==> src/rtl/id_ex_pipe_reg_if.sv <==
// ID->EX boundary bundle: decoder-side inputs, EX-side registered outputs, hazard/stall controls.
// master = pipeline driving ID fields and EX controls; slave = the pipeline register itself.
interface id_ex_pipe_reg_if #(
    parameter int unsigned XLEN  = 32,
    parameter int unsigned CNT_W = 16
);
    logic             id_valid;
    logic [15:0]      id_ctrl;
    logic [XLEN-1:0]  id_pc;
    logic [XLEN-1:0]  id_rs1_data;
    logic [XLEN-1:0]  id_rs2_data;
    logic [XLEN-1:0]  id_imm;
    logic [4:0]       id_rs1;
    logic [4:0]       id_rs2;
    logic [4:0]       id_rd;
    logic             ex_flush;
    logic             ex_stall;

    logic             ex_valid;
    logic [15:0]      ex_ctrl;
    logic [XLEN-1:0]  ex_pc;
    logic [XLEN-1:0]  ex_rs1_data;
    logic [XLEN-1:0]  ex_rs2_data;
    logic [XLEN-1:0]  ex_imm;
    logic [4:0]       ex_rs1;
    logic [4:0]       ex_rs2;
    logic [4:0]       ex_rd;
    logic             hz_stall_id;
    logic [CNT_W-1:0] bubble_cnt;

    modport master (
        output id_valid, id_ctrl, id_pc, id_rs1_data, id_rs2_data, id_imm,
               id_rs1, id_rs2, id_rd, ex_flush, ex_stall,
        input  ex_valid, ex_ctrl, ex_pc, ex_rs1_data, ex_rs2_data, ex_imm,
               ex_rs1, ex_rs2, ex_rd, hz_stall_id, bubble_cnt
    );

    modport slave (
        input  id_valid, id_ctrl, id_pc, id_rs1_data, id_rs2_data, id_imm,
               id_rs1, id_rs2, id_rd, ex_flush, ex_stall,
        output ex_valid, ex_ctrl, ex_pc, ex_rs1_data, ex_rs2_data, ex_imm,
               ex_rs1, ex_rs2, ex_rd, hz_stall_id, bubble_cnt
    );
endinterface

==> src/rtl/id_ex_pipe_reg.sv <==
// ID->EX pipeline register with load-use hazard detection, bubble insertion, flush squash,
// downstream stall hold and a saturating load-use bubble counter.
module id_ex_pipe_reg #(
    parameter int unsigned XLEN  = 32,
    parameter int unsigned CNT_W = 16
) (
    input logic             clk,
    input logic             rst,
    id_ex_pipe_reg_if.slave bus
);
    logic             valid_q;
    logic [15:0]      ctrl_q;
    logic [XLEN-1:0]  pc_q;
    logic [XLEN-1:0]  rs1_data_q;
    logic [XLEN-1:0]  rs2_data_q;
    logic [XLEN-1:0]  imm_q;
    logic [4:0]       rs1_q;
    logic [4:0]       rs2_q;
    logic [4:0]       rd_q;
    logic [CNT_W-1:0] cnt_q;

    logic uses_rs1;
    logic uses_rs2;
    logic load_use;

    // Conservative operand usage: LUI may raise a false stall, which is harmless.
    always_comb begin
        uses_rs1 = !(bus.id_ctrl[2] && !bus.id_ctrl[8]);
        uses_rs2 = !bus.id_ctrl[6] || bus.id_ctrl[4] || bus.id_ctrl[5];
        load_use = valid_q && ctrl_q[3] && (rd_q != 5'd0) && bus.id_valid &&
                   ((uses_rs1 && (bus.id_rs1 == rd_q)) ||
                    (uses_rs2 && (bus.id_rs2 == rd_q)));
    end

    assign bus.hz_stall_id = bus.ex_stall || (load_use && !bus.ex_flush);

    always_ff @(posedge clk or posedge rst) begin
        if (rst) begin
            valid_q    <= 1'b0;
            ctrl_q     <= '0;
            pc_q       <= '0;
            rs1_data_q <= '0;
            rs2_data_q <= '0;
            imm_q      <= '0;
            rs1_q      <= '0;
            rs2_q      <= '0;
            rd_q       <= '0;
            cnt_q      <= '0;
        end else if (bus.ex_stall) begin
            // Hold everything; the flush source keeps ex_flush up until the stall clears.
        end else if (bus.ex_flush || load_use || !bus.id_valid) begin
            valid_q    <= 1'b0;
            ctrl_q     <= '0;
            pc_q       <= '0;
            rs1_data_q <= '0;
            rs2_data_q <= '0;
            imm_q      <= '0;
            rs1_q      <= '0;
            rs2_q      <= '0;
            rd_q       <= '0;
            if (!bus.ex_flush && load_use && (cnt_q != '1)) begin
                cnt_q <= cnt_q + CNT_W'(1);
            end
        end else begin
            valid_q    <= 1'b1;
            ctrl_q     <= bus.id_ctrl;
            pc_q       <= bus.id_pc;
            rs1_data_q <= bus.id_rs1_data;
            rs2_data_q <= bus.id_rs2_data;
            imm_q      <= bus.id_imm;
            rs1_q      <= bus.id_rs1;
            rs2_q      <= bus.id_rs2;
            rd_q       <= bus.id_rd;
        end
    end

    assign bus.ex_valid    = valid_q;
    assign bus.ex_ctrl     = ctrl_q;
    assign bus.ex_pc       = pc_q;
    assign bus.ex_rs1_data = rs1_data_q;
    assign bus.ex_rs2_data = rs2_data_q;
    assign bus.ex_imm      = imm_q;
    assign bus.ex_rs1      = rs1_q;
    assign bus.ex_rs2      = rs2_q;
    assign bus.ex_rd       = rd_q;
    assign bus.bubble_cnt  = cnt_q;
endmodule
==> src/flat_wrapper.sv <==
// flat-port wrapper written by rule: the top's interface ports become plain ports
module id_ex_pipe_reg_flat 
#(
    parameter int unsigned XLEN  = 32,
    parameter int unsigned CNT_W = 16
)
  (clk, rst, bus_id_valid, bus_id_ctrl, bus_id_pc, bus_id_rs1_data, bus_id_rs2_data, bus_id_imm, bus_id_rs1, bus_id_rs2, bus_id_rd, bus_ex_flush, bus_ex_stall, bus_ex_valid, bus_ex_ctrl, bus_ex_pc, bus_ex_rs1_data, bus_ex_rs2_data, bus_ex_imm, bus_ex_rs1, bus_ex_rs2, bus_ex_rd, bus_hz_stall_id, bus_bubble_cnt);
  id_ex_pipe_reg_if #(.XLEN(XLEN), .CNT_W(CNT_W)) bus_i ();
  input logic clk;
  input logic rst;
  input wire logic [$bits(bus_i.id_valid)-1:0] bus_id_valid;
  input wire logic [$bits(bus_i.id_ctrl)-1:0] bus_id_ctrl;
  input wire logic [$bits(bus_i.id_pc)-1:0] bus_id_pc;
  input wire logic [$bits(bus_i.id_rs1_data)-1:0] bus_id_rs1_data;
  input wire logic [$bits(bus_i.id_rs2_data)-1:0] bus_id_rs2_data;
  input wire logic [$bits(bus_i.id_imm)-1:0] bus_id_imm;
  input wire logic [$bits(bus_i.id_rs1)-1:0] bus_id_rs1;
  input wire logic [$bits(bus_i.id_rs2)-1:0] bus_id_rs2;
  input wire logic [$bits(bus_i.id_rd)-1:0] bus_id_rd;
  input wire logic [$bits(bus_i.ex_flush)-1:0] bus_ex_flush;
  input wire logic [$bits(bus_i.ex_stall)-1:0] bus_ex_stall;
  output wire logic [$bits(bus_i.ex_valid)-1:0] bus_ex_valid;
  output wire logic [$bits(bus_i.ex_ctrl)-1:0] bus_ex_ctrl;
  output wire logic [$bits(bus_i.ex_pc)-1:0] bus_ex_pc;
  output wire logic [$bits(bus_i.ex_rs1_data)-1:0] bus_ex_rs1_data;
  output wire logic [$bits(bus_i.ex_rs2_data)-1:0] bus_ex_rs2_data;
  output wire logic [$bits(bus_i.ex_imm)-1:0] bus_ex_imm;
  output wire logic [$bits(bus_i.ex_rs1)-1:0] bus_ex_rs1;
  output wire logic [$bits(bus_i.ex_rs2)-1:0] bus_ex_rs2;
  output wire logic [$bits(bus_i.ex_rd)-1:0] bus_ex_rd;
  output wire logic [$bits(bus_i.hz_stall_id)-1:0] bus_hz_stall_id;
  output wire logic [$bits(bus_i.bubble_cnt)-1:0] bus_bubble_cnt;
  assign bus_i.id_valid = bus_id_valid;
  assign bus_i.id_ctrl = bus_id_ctrl;
  assign bus_i.id_pc = bus_id_pc;
  assign bus_i.id_rs1_data = bus_id_rs1_data;
  assign bus_i.id_rs2_data = bus_id_rs2_data;
  assign bus_i.id_imm = bus_id_imm;
  assign bus_i.id_rs1 = bus_id_rs1;
  assign bus_i.id_rs2 = bus_id_rs2;
  assign bus_i.id_rd = bus_id_rd;
  assign bus_i.ex_flush = bus_ex_flush;
  assign bus_i.ex_stall = bus_ex_stall;
  assign bus_ex_valid = bus_i.ex_valid;
  assign bus_ex_ctrl = bus_i.ex_ctrl;
  assign bus_ex_pc = bus_i.ex_pc;
  assign bus_ex_rs1_data = bus_i.ex_rs1_data;
  assign bus_ex_rs2_data = bus_i.ex_rs2_data;
  assign bus_ex_imm = bus_i.ex_imm;
  assign bus_ex_rs1 = bus_i.ex_rs1;
  assign bus_ex_rs2 = bus_i.ex_rs2;
  assign bus_ex_rd = bus_i.ex_rd;
  assign bus_hz_stall_id = bus_i.hz_stall_id;
  assign bus_bubble_cnt = bus_i.bubble_cnt;
  id_ex_pipe_reg #(.XLEN(XLEN), .CNT_W(CNT_W)) u_core (.clk(clk), .rst(rst), .bus(bus_i));
endmodule
==> config.mk <==
export PLATFORM = sky130hd
export DESIGN_NAME = id_ex_pipe_reg_flat
export DESIGN_NICKNAME = d
export VERILOG_FILES = /design/src/rtl/id_ex_pipe_reg_if.sv /design/src/rtl/id_ex_pipe_reg.sv /design/src/flat_wrapper.sv
export SDC_FILE = /design/constraint.sdc
export NUM_CORES = 1
export LEC_CHECK = 0
export BUFFER_PORTS_ARGS = -buffer_cell sky130_fd_sc_hd__buf_2
export CORE_MARGIN = 2
export CORE_UTILIZATION = 28
export DETAILED_ROUTE_END_ITERATION = 8
export PLACE_DENSITY = 0.51
export SYNTH_ARGS = -nofsm -noshare
export SYNTH_HDL_FRONTEND = slang
export SYNTH_SLANG_ARGS = --single-unit
==> constraint.sdc <==
create_clock -name clk -period 16.07 [get_ports clk]
set_input_delay 2.4105 -clock clk [delete_from_list [all_inputs] [get_ports clk]]
set_output_delay 2.4105 -clock clk [all_outputs]
set_load 0.02 [all_outputs]
* After elaboration in Yosys (flattened, before gate mapping)
Index checks and enable logic that the tools add are counted.
W data, S select, Z words.
** Cells by class
- Multiplexer cells :: 9
- Bitwise gates (word level) :: 1
- $add $sub $neg :: 1
- Reductions and logical operators :: 22
- Equal/unequal tests :: 3
** Operators by type and width (count)
- $mux W32 :: 4
- $add A16 B1 Y16 const B :: 1
- $mux W16 :: 1
- $ne A16 B16 Y1 const B :: 1
- $mux W5 :: 3
- $eq A5 B5 Y1 :: 2
- $logic_and A1 B1 Y1 :: 9
- $logic_or A1 B1 Y1 :: 6
- $logic_not A1 Y1 :: 5
- $reduce_bool A5 Y1 :: 1
- $reduce_and A3 Y1 :: 1
- $mux W1 :: 1
- $not A1 Y1 :: 1
** Storage, ports and cells
- Output and inout bits :: 177
- Logic and storage cells :: 46
- Input port bits :: 164
- Register bits :: 176

* Longest topological paths before layout
Gate-level depths: netlist (run 1).
- Depth after elaboration :: 9
- Gate-level depth with buffers :: 7
- Mapped depth without buffers :: 6

* Worst setup path before layout (run 1)
Ideal clock, no wire load.
- Kind :: input -> output
- From :: input bus_id_rs2[2]
- To :: output bus_hz_stall_id
- Buffers on the path :: 1
- Stages on the path :: 5
- Data arrival time :: 3.747 ns
- Setup slack :: 9.912 ns
- Path through :: xnor2_1 nand4_1 o22ai_1 clkbuf_1 a41o_1
** Between the ends
- Longest elaborated chain between the ends :: 6
** Ends and longest elaborated chain
- start: declaration :: line flat_wrapper.sv:18 : input wire logic [$bits(bus_i.id_rs2)-1:0] bus_id_rs2;
- $eq A5 B5 Y1 :: line id_ex_pipe_reg.sv:32 : (uses_rs2 && (bus.id_rs2 == rd_q)));
- $logic_and A1 B1 Y1 :: line id_ex_pipe_reg.sv:32
- $logic_or A1 B1 Y1 :: line id_ex_pipe_reg.sv:31 : ((uses_rs1 && (bus.id_rs1 == rd_q)) ||
- $logic_and A1 B1 Y1 :: line id_ex_pipe_reg.sv:30 : load_use = valid_q && ctrl_q[3] && (rd_q != 5'd0) && bus.id_valid &&
- $logic_and A1 B1 Y1 :: line id_ex_pipe_reg.sv:35 : assign bus.hz_stall_id = bus.ex_stall || (load_use && !bus.ex_flush);
- $logic_or A1 B1 Y1 :: line id_ex_pipe_reg.sv:35
- end: declaration :: line flat_wrapper.sv:31 : output wire logic [$bits(bus_i.hz_stall_id)-1:0] bus_hz_stall_id;
No other way between the ends.

* Worst setup path after layout (run 1)
- From :: input bus_id_rs2[4]
- To :: output bus_hz_stall_id
Same word-level chain as after synthesis.

==> qor.yml, run 1 <==
run_status:
  status: "finished, final reports clean"
placed_design:
  pre_cts_slack_ns: 9.900
  gp_congestion: 0.7639
  hpwl_mm: 13.83
  portBuffers: 340
  numPlacedInstances: 1076
worst_setup_path:
  critPathMaxFanout: 18
  crit_type: "input pin to output pin"
  end_kind: "output pin"
  start_kind: "input pin"
  worst-endpoint-arrival_ns: 3.75
  cp.required_ns: 13.66
floorplanning:
  die_h_um: 156.6
  ios: 341
  die_area_um2: 24520
  die_x_um: 156.6
  core_area_um2: 22780
  initial_core_util_pct: 28.62
  rows: 55
yosys:
  async_flop_share_pct: 100.0
  synth_edf_count: 0
  ys_types: 30
  synth-seq-area-share_pct: 67.56
  yosysTopAreaCellShare_pct: 67.56
  syn_nets: 617
  synth_area_leaders: "dfrtp_1 68%, a22o_1 21%, xnor2_1 3.2%"
  syn_inst: 452
  synth-compound-area-share_pct: 22.71
  ys_ff_latch: 176
  synthMuxAreaShare_pct: 0.1727
  synth-simple-area-share_pct: 3.628
  yosys.area_share.adder_pct: 0.1919
  synth_top_family_by_area: "compound AO/OA/AOI/OAI gates"
  yosysWarningCount: 0
  synthXorXnorAreaFrac_pct: 3.225
  yosys-top-cells-count: "176 x dfrtp_1, 159 x a22o_1, 25 x clkbuf_1"
  yosysMostFrequentCell: "dfrtp_1"
  syn_area_um2: 6519
  syn_area_per_cell_um2: 14.42
  yosys.area.top_type: "dfrtp_1"
  synthFlopType: "dfrtp_1"
routing:
  postRouteWirelength_mm: 19.78
  drc: 0
  dr.pass1.iters: 4
  post_drt_wl_per_cell_um: 17.84
  ant_nets: 0
  via_per_inst: 4.629
  drt-initial-drc-count: 303
  vias: 5134
clock_tree:
  ctsResizeCount: 0
  cts_hold_buf: 0
  root_buffer: "clkbuf_16"
  cts_buffers: 17
  post_cts_buffers: 0
  cts.path.max_buffers: 2
  clkTransAtPathRegs_ns: 0.07
  clock_latency_ns: 0.43
  cts_tree: "done"
  cts_sinks: 176
  ctsHtreeMaxLevel: 4
sta:
  tightest_slew_ns: 1.031
  hold_viol: 0
  grt_setup_unrepaired: "no"
  setup_ws_ns: 9.908
  skew_ns: 0.01345
  setup_tns_ns: 0
  max_freq_mhz: 162.3
  drv_slew: 0
  setup_viol: 0
  hold-worst-slack_ns: 0.5019
  slew_headroom_pct: 31.24
  fin_crit_sh_pct: 38.34
  min_period_ns: 6.162
cells_and_area:
  drive_gt1_share_pct: 47.92
  layout.cells.non_filler: 1109
  final_nets: 947
  areaGrowthSynthToFinish_pct: 39.60
power_and_ir_drop:
  p_per_area_nw_per_um2: 110.8
  p_leak_nw: 4.994
  ir_drop_v: 0.00005450
  power.total_mw: 1.008
global_routing:
  grt_use_total_pct: 15.92
  grt_start_max_net_pins: 105
  grt_pass1_wl_mm: 29.85
  grt_overflow: 0
  antenna_found_initial: 5
  grt_pass1_vias: 5313
run:
  cap_viol_max_count: 0
hold_path:
  hold_class: "register to register"
==> cell type report <==
class                      count  area (µm²)
tap                          313       391.6
clock inverter                14       145.1
fill                        2225       13680
multi-input combinational    236        1951
inverter                       4       20.02
sequential                   176        4404
antenna                        1       2.502
timing repair buffer         347        1757
clock buffer                  18       429.2
==> worst max-delay path, cell delays in order <==
cell     delay, ns
buf_2         0.11
xnor2_1       0.14
nand4_1       0.14
o22ai_1       0.24
buf_4         0.28
a41o_1        0.25
buf_2         0.18
==> power by group <==
| part | switching (mW) | total (mW) | internal [mW] |
|---|---|---|---|
| clock | 0.198 | 0.405 | 0.207 |
| combinational | 0.0747 | 0.125 | 0.0500 |
| sequential | 0.0134 | 0.478 | 0.465 |
| total | 0.286 | 1.01 | 0.722 |
==> final timing paths <==
check | start | endpoint | slack [ns] | depth (start not counted)
setup / recovery | bus_id_rs2[4] | bus_hz_stall_id | 9.91 | 7
hold / removal | u_core.bus.ex_imm[15] | u_core.bus.ex_imm[15] | 0.50 | 1
setup reg to reg | u_core.bus.ex_rd[0] | u_core.bus.ex_rs1[1] | 12.92 | 6
hold reg to reg | u_core.bus.ex_imm[15] | u_core.bus.ex_imm[15] | 0.50 | 1
max in group asynchronous | rst | u_core.bus.ex_imm[4] | 12.33 | 3
min in group asynchronous | rst | u_core.bus.ex_rs2_data[18] | 2.15 | 2
==> registers in the layout, summed over array words and instances (netlist names) <==
register	count
u_core.bus.ex_valid	1
u_core.bus.ex_rs1_data	32
u_core.bus.ex_rs2	5
u_core.bus.ex_ctrl	16
u_core.bus.ex_rs1	5
u_core.bus.ex_rs2_data	32
u_core.bus.ex_imm	32
u_core.bus.bubble_cnt	16
u_core.bus.ex_rd	5
u_core.bus.ex_pc	32
==> cells in the final DEF, fill, tap and decap left out, types with 2 or more instances in the layout <==
cell,netlist,routed
a22o_1,159,159
and2_1,2,2
and3_1,5,5
buf_2,11,339
buf_4,0,8
clkbuf_16,0,17
clkinv_4,0,4
clkinv_8,0,2
clkinvlp_4,0,2
dfrtp_1,176,176
inv_1,4,3
inv_6,0,3
inv_8,0,4
nand2_1,3,3
nand2b_1,2,2
nand3_1,7,7
nand4_1,12,12
nor2_1,3,3
nor4_1,2,2
o21ai_0,2,2
xnor2_1,24,24
==> cell families after synthesis <==
family	after synthesis
AO/OA/AOI/OAI	169
XOR/XNOR	24
adder cells (fa/ha/maj)	1
buffers and inverters	40
flip-flops	176
multiplexers	1
AND/OR/NAND/NOR	41
==> metrics by stage <==
step	cell area, µm²	util (%)
4_1_cts	9097	39.94
3_3_place_gp	8523	37.42
2_1_floorplan	6519	-
6_report	9100	39.95
3_5_place_dp	8523	37.42
5_1_grt	9100	39.95
==> layer usage <==
metal / track usage (%) / wire [µm]
met1: 19.64 / 8262
met5: 0 / 52
met3: 6.591 / 1848
met2: 25.24 / 9257
met4: 5.417 / 361
Power figures use the tool's default switching activity.
==> run 2: changes to the inputs <==
Clock period 16.07 ns to 6.4 ns, I/O delays scaled along.
==> qor.yml, run 2 (synthesis results as in run 1) <==
cells_and_area:
  utilization_pct: 39.98
  drive_gt1_share_pct: 47.79
  layout.cells.non_filler: 1109
  mostFrequentLayoutCells: "339 x buf_2, 176 x dfrtp_1, 159 x a22o_1, 24 x xnor2_1, 17 x clkbuf_16"
  areaGrowthSynthToFinish_pct: 39.69
  final_nets: 945
  fillers: 2252
  final_common_cell: "buf_2"
routing:
  ant_nets: 0
  drt-initial-drc-count: 349
  post_drt_wl_per_cell_um: 17.74
  vias: 5189
  dr.pass1.iters: 4
  drc: 0
  via_per_inst: 4.679
  postRouteWirelength_mm: 19.68
worst_setup_path:
  path_cells: "or4_1 -> o21a_1 -> a41o_1 -> buf_2"
  end_kind: "output pin"
  crit_type: "register to output pin"
  reg2reg_depth: 5
  r2r_end: "u_core.bus.ex_rs1_data[6]"
  cp-startpoint: "u_core.bus.ex_rd[0]"
  r2r_start: "u_core.bus.ex_rd[0]"
  critPathMaxFanout: 5
  cp.required_ns: 5.44
  start_kind: "register"
  max_stage_delay_ns: 0.59
  reg2reg_slack_ns: 3.37
  crit_end: "bus_hz_stall_id"
  worst_path_max_delay_cell: "or4_1"
  worst-endpoint-arrival_ns: 2.18
sta:
  setup_tns_ns: 0
  hold-worst-slack_ns: 0.5055
  setup_ws_ns: 3.264
  min_period_ns: 3.136
  setup_viol: 0
  tightest_slew_ns: 1.112
  slew_headroom_pct: 25.88
  fin_crit_sh_pct: 49.00
  drv_slew: 0
  grt_setup_unrepaired: "no"
  skew_ns: 0.01653
  max_freq_mhz: 318.9
  hold_viol: 0
global_routing:
  grt_pass1_vias: 5246
  antenna_found_initial: 2
  grt_start_max_net_pins: 155
  grt_overflow: 0
  grt_use_total_pct: 15.95
  grt_pass1_wl_mm: 30.06
floorplanning:
  core_area_um2: 22780
  die_h_um: 156.6
  initial_core_util_pct: 28.62
  die_x_um: 156.6
  ios: 341
  die_area_um2: 24520
  rows: 55
placed_design:
  portBuffers: 340
  pre_cts_slack_ns: 3.123
  numPlacedInstances: 1074
  gp_congestion: 0.7240
  hpwl_mm: 13.46
clock_tree:
  clock_latency_ns: 0.44
  clkTransAtPathRegs_ns: 0.07
  cts_sinks: 176
  cts_hold_buf: 0
  post_cts_buffers: 0
  cts_tree: "done"
  cts.path.max_buffers: 2
  ctsHtreeMaxLevel: 4
  ctsResizeCount: 0
  cts_buffers: 17
  root_buffer: "clkbuf_16"
power_and_ir_drop:
  p_per_area_nw_per_um2: 280.4
  ir_drop_v: 0.0001154
  p_leak_nw: 4.987
hold_path:
  hold_class: "register to register"
  hold_depth: 1
run:
  cap_viol_max_count: 0
run_status:
  status: "finished, final reports clean"
-- run 2: cell types whose count changed in the layout (fill, tap and decap cells not counted), sizes merged --
cell	previous run	this run
clkinv	6	3
diode	1	3
clkinvlp	2	3
buf	347	345
inv	10	11
bufinv	0	1
-- run 2: power breakdown --
part / internal (mW) / total [mW] / leakage, nW / switching, mW
Combinational: 0.126 / 0.314 / 2.33 / 0.188
Sequential: 1.17 / 1.20 / 2.38 / 0.0331
Clock: 0.552 / 1.04 / 0.275 / 0.487
-- run 2: stage by stage --
| stage | total power [mW] | instance area (µm²) |
|---|---|---|
| 6_report | 2.553 | 9106 |
| 5_1_grt | 2.669 | 9101 |
| 4_1_cts | 2.591 | 9099 |
| 3_5_place_dp | 1.541 | 8521 |
| 3_3_place_gp | 1.541 | 8521 |
| 2_1_floorplan | 1.393 | 6519 |
-- run 2: layer usage --
metal	vias up	track usage (%)	routed length, µm	part of all wire [%]
met5	-	0	13	0.066
met4	2	5.461	294	1.5
met3	18	5.428	1800	9.1
met2	245	24.80	9092	46
met1	2523	20.82	8477	43
li1	2401	-	-	-
-- run 2: final cells by class --
cell class	count	area [µm²]	share of cell area (%)
diodes	3	7.507	0.08244
clock inverters	14	148.9	1.635
repair buffers	345	1754	19.26
well taps	313	391.6	4.301
inverters	4	20.02	0.2198
clock buffers	18	429.2	4.713
multi-input cells	236	1951	21.42
flip-flops and latches	176	4404	48.36
-- run 2: worst min path at each step --
stage                               startpoint                         end
floorplan            u_core.bus.bubble_cnt[14]   u_core.bus.bubble_cnt[14]
global placement    u_core.bus.ex_rs2_data[14]  u_core.bus.ex_rs2_data[14]
detailed placement        u_core.bus.ex_pc[11]        u_core.bus.ex_pc[11]
CTS                      u_core.bus.ex_ctrl[6]       u_core.bus.ex_ctrl[6]
global route              u_core.bus.ex_rs2[2]        u_core.bus.ex_rs2[2]
finish                    u_core.bus.ex_rs2[3]        u_core.bus.ex_rs2[3]
-- run 2: worst max-delay path: cells and delay by family (launching register included) --
| family | cells | cell delay, ns |
|---|---|---|
| compound gates | 2 | 0.52 |
| buf+inv | 1 | 0.16 |
| flops | 1 | 0.49 |
| simple gates | 1 | 0.59 |
==> run 3: changes to the inputs <==
Settings changed: ABC_AREA from default to 1.
Clock period 6.4 ns to 2.67 ns, I/O delays scaled along.
==> qor.yml, run 3 <==
floorplanning:
  ios: 341
  die_x_um: 171.2
  die_area_um2: 29300
  initial_core_util_pct: 28.32
  rows: 61
  die_h_um: 171.2
  core_area_um2: 27630
clock_tree:
  post_cts_buffers: 0
  clock_latency_ns: 0.43
  ctsHtreeMaxLevel: 4
  cts_hold_buf: 0
  cts_sinks: 176
  cts_tree: "done"
  root_buffer: "clkbuf_16"
  cts.path.max_buffers: 2
  clkTransAtPathRegs_ns: 0.08
  ctsResizeCount: 0
  cts_buffers: 17
routing:
  drc: 0
  dr.pass1.iters: 6
  wl_met1_mm: 11.34
  via_per_inst: 4.559
  postRouteWirelength_mm: 25.24
  ant_nets: 0
  drt-initial-drc-count: 460
  dr.max_layer_used: "met4"
  wl_met3_mm: 1.593
  vias: 7335
  met2WireLength_mm: 11.82
  post_drt_wl_per_cell_um: 15.69
global_routing:
  grt_start_max_net_pins: 161
  grt_pass1_vias: 6945
  grt_use_total_pct: 16.72
  grt_overflow: 0
  grt_pass1_wl_mm: 38.91
  antenna_found_initial: 4
yosys:
  synthXorXnorAreaFrac_pct: 1.455
  syn_inst: 914
  ys_types: 21
  synthFlopType: "dfrtp_1"
  yosys.area.top_type: "dfrtp_1"
  async_flop_share_pct: 100.0
  syn_nets: 1079
  ys_ff_latch: 176
  synthMuxAreaShare_pct: 0
  yosys-top-cells-count: "419 x nand2_1, 176 x dfrtp_1, 165 x nand4_1"
  synth_top_family_by_area: "simple AND/OR/NAND/NOR gates"
  synth-simple-area-share_pct: 35.50
  yosysTopAreaCellShare_pct: 56.28
  yosysWarningCount: 0
  yosysMostFrequentCell: "nand2_1"
  synth-compound-area-share_pct: 0
  synth-seq-area-share_pct: 56.28
  synth_area_leaders: "dfrtp_1 56%, nand2_1 20%, nand4_1 13%"
  syn_area_um2: 7825
  synth_edf_count: 0
  yosys.area_share.adder_pct: 0.1599
  syn_area_per_cell_um2: 8.561
cells_and_area:
  final_common_cell: "nand2_1"
  multi_input_area_um2: 2917
  layout.cells.non_filler: 1609
  final_nets: 1381
  mostFrequentLayoutCells: "419 x nand2_1, 339 x buf_2, 176 x dfrtp_1, 165 x nand4_1, 28 x inv_1"
  seqCellArea_um2: 4404
  drive_gt1_share_pct: 32.36
  fillers: 2919
  areaGrowthSynthToFinish_pct: 33.23
worst_setup_path:
  critPathMaxFanout: 4
  crit_type: "register to output pin"
  worst_path_max_delay_cell: "dfrtp_1"
  path_buf_inv: 2
  end_kind: "output pin"
  crit_top_cell: "nor2_1"
  worst-endpoint-arrival_ns: 1.84
  path_cells: "inv_1 -> nor2_1 -> nor2_1 -> nand3_1 -> nand2_2 -> nand3_2 -> nand2_1 -> buf_2"
  max_stage_delay_ns: 0.41
  crit_family: "simple AND/OR/NAND/NOR gates"
  reg2reg_slack_ns: 0.77
  start_kind: "register"
  cp.required_ns: 2.27
placed_design:
  gp_congestion: 0.7810
  numPlacedInstances: 1575
  hpwl_mm: 16.71
  portBuffers: 340
run:
  cap_viol_max_count: 0
power_and_ir_drop:
  p_per_area_nw_per_um2: 601.5
  p_switching_mw: 1.773
  p_leak_nw: 6.181
  ir_drop_v: 0.0003505
  clkPwrFrac_pct: 41.1
  pwr-share-comb_pct: 13.1
  switching_share_pct: 28.28
  power_frac_seq_pct: 45.8
  internal_power_mw: 4.498
sta:
  hold_viol: 0
  tightest_slew_ns: 0.8068
  grt_setup_unrepaired: "no"
  max_freq_mhz: 445.9
  fin_crit_sh_pct: 84.00
  setup_tns_ns: 0
  slew_headroom_pct: 46.22
  drv_slew: 0
  setup_viol: 0
  skew_ns: 0.01416
  min_period_ns: 2.243
run_status:
  status: "finished, final reports clean"
hold_path:
  hold_class: "input pin to asynchronous set/reset pin"
-- run 3: cell types whose count changed after synthesis, moves of 7 or more --
cell      change
nand2_1     +416
a22o_1      -159
nand4_1     +153
inv_1        +25
xnor2_1      -19
nor2_1       +17
buf_2        +12
buf_6        +12
xor2_1        +8
clkbuf_1      +7
-- run 3: layout make-up --
cell class	count	area share (%)
Antenna cell	4	0.09602
Clock buffer	18	4.213
Clock inverter	12	1.452
Inverter	34	1.284
Multi-Input combinational cell	633	27.98
Sequential cell	176	42.25
Tap cell	378	4.537
Timing Repair Buffer	354	18.19
-- run 3: worst paths after layout --
check | from | endpoint | depth (start not counted)
hold / removal | rst | u_core.bus.ex_rs2_data[11] | 2
min in group clk | bus_id_pc[8] | u_core.bus.ex_pc[8] | 3
hold reg to reg | u_core.bus.ex_pc[22] | u_core.bus.ex_pc[22] | 2
setup reg to reg | u_core.bus.ex_rd[4] | u_core.bus.ex_rs2_data[1] | 9
max in group asynchronous | rst | u_core.bus.ex_imm[24] | 3
setup / recovery | u_core.bus.ex_rd[4] | bus_hz_stall_id | 8
-- run 3: cell families (layout without fill, tap and decap cells) --
group         after synthesis  in the layout
simple gates              619            619
other cells                 0              4
fa+ha+maj                   1              1
buf+inv                   105            418
flops                     176            176
xor+xnor                   13             13
-- run 3: worst reg2reg max path, delay by kind of cell, from the launching register on --
family / cells / cell delay, ns
and+or+nand+nor: 7 / 0.95
buffers and inverters: 2 / 0.42
DFF: 1 / 0.41
-- run 3: stage by stage --
| step | hold slack, ns | setup slack (ns) | util (%) | area [µm²] | power, mW |
|---|---|---|---|---|---|
| 4_1_cts | 0.04425 | 0.4128 | 37.70 | 10420 | 6.375 |
| 5_1_grt | 0.05792 | 0.3141 | 37.73 | 10430 | 6.574 |
| 3_3_place_gp | 0.4580 | 0.7004 | 35.56 | 9824 | 3.754 |
| 6_report | 0.04150 | 0.4273 | 37.73 | 10430 | 6.271 |
| 2_1_floorplan | 0.5513 | 0.01686 | - | 7829 | 3.374 |
| 3_5_place_dp | 0.4599 | 0.6834 | 35.56 | 9824 | 3.758 |
-- run 3: power groups by stage --
| stage | clock [mW] | combinational (mW) | sequential [mW] |
|---|---|---|---|
| after floorplan | 0 | 0.282 | 3.09 |
| after global placement | 0 | 0.834 | 2.92 |
| after detailed placement | 0 | 0.840 | 2.92 |
| after CTS | 2.66 | 0.839 | 2.87 |
| after global routing | 2.78 | 0.908 | 2.89 |
| final | 2.58 | 0.825 | 2.87 |
-- run 3: metal layers --
| layer | track usage, % | vias up |
|---|---|---|
| li1 | - | 3623 |
| met1 | 22.94 | 3464 |
| met2 | 25.68 | 223 |
| met3 | 4.602 | 25 |
| met4 | 5.195 | 0 |
| met5 | 0 | - |
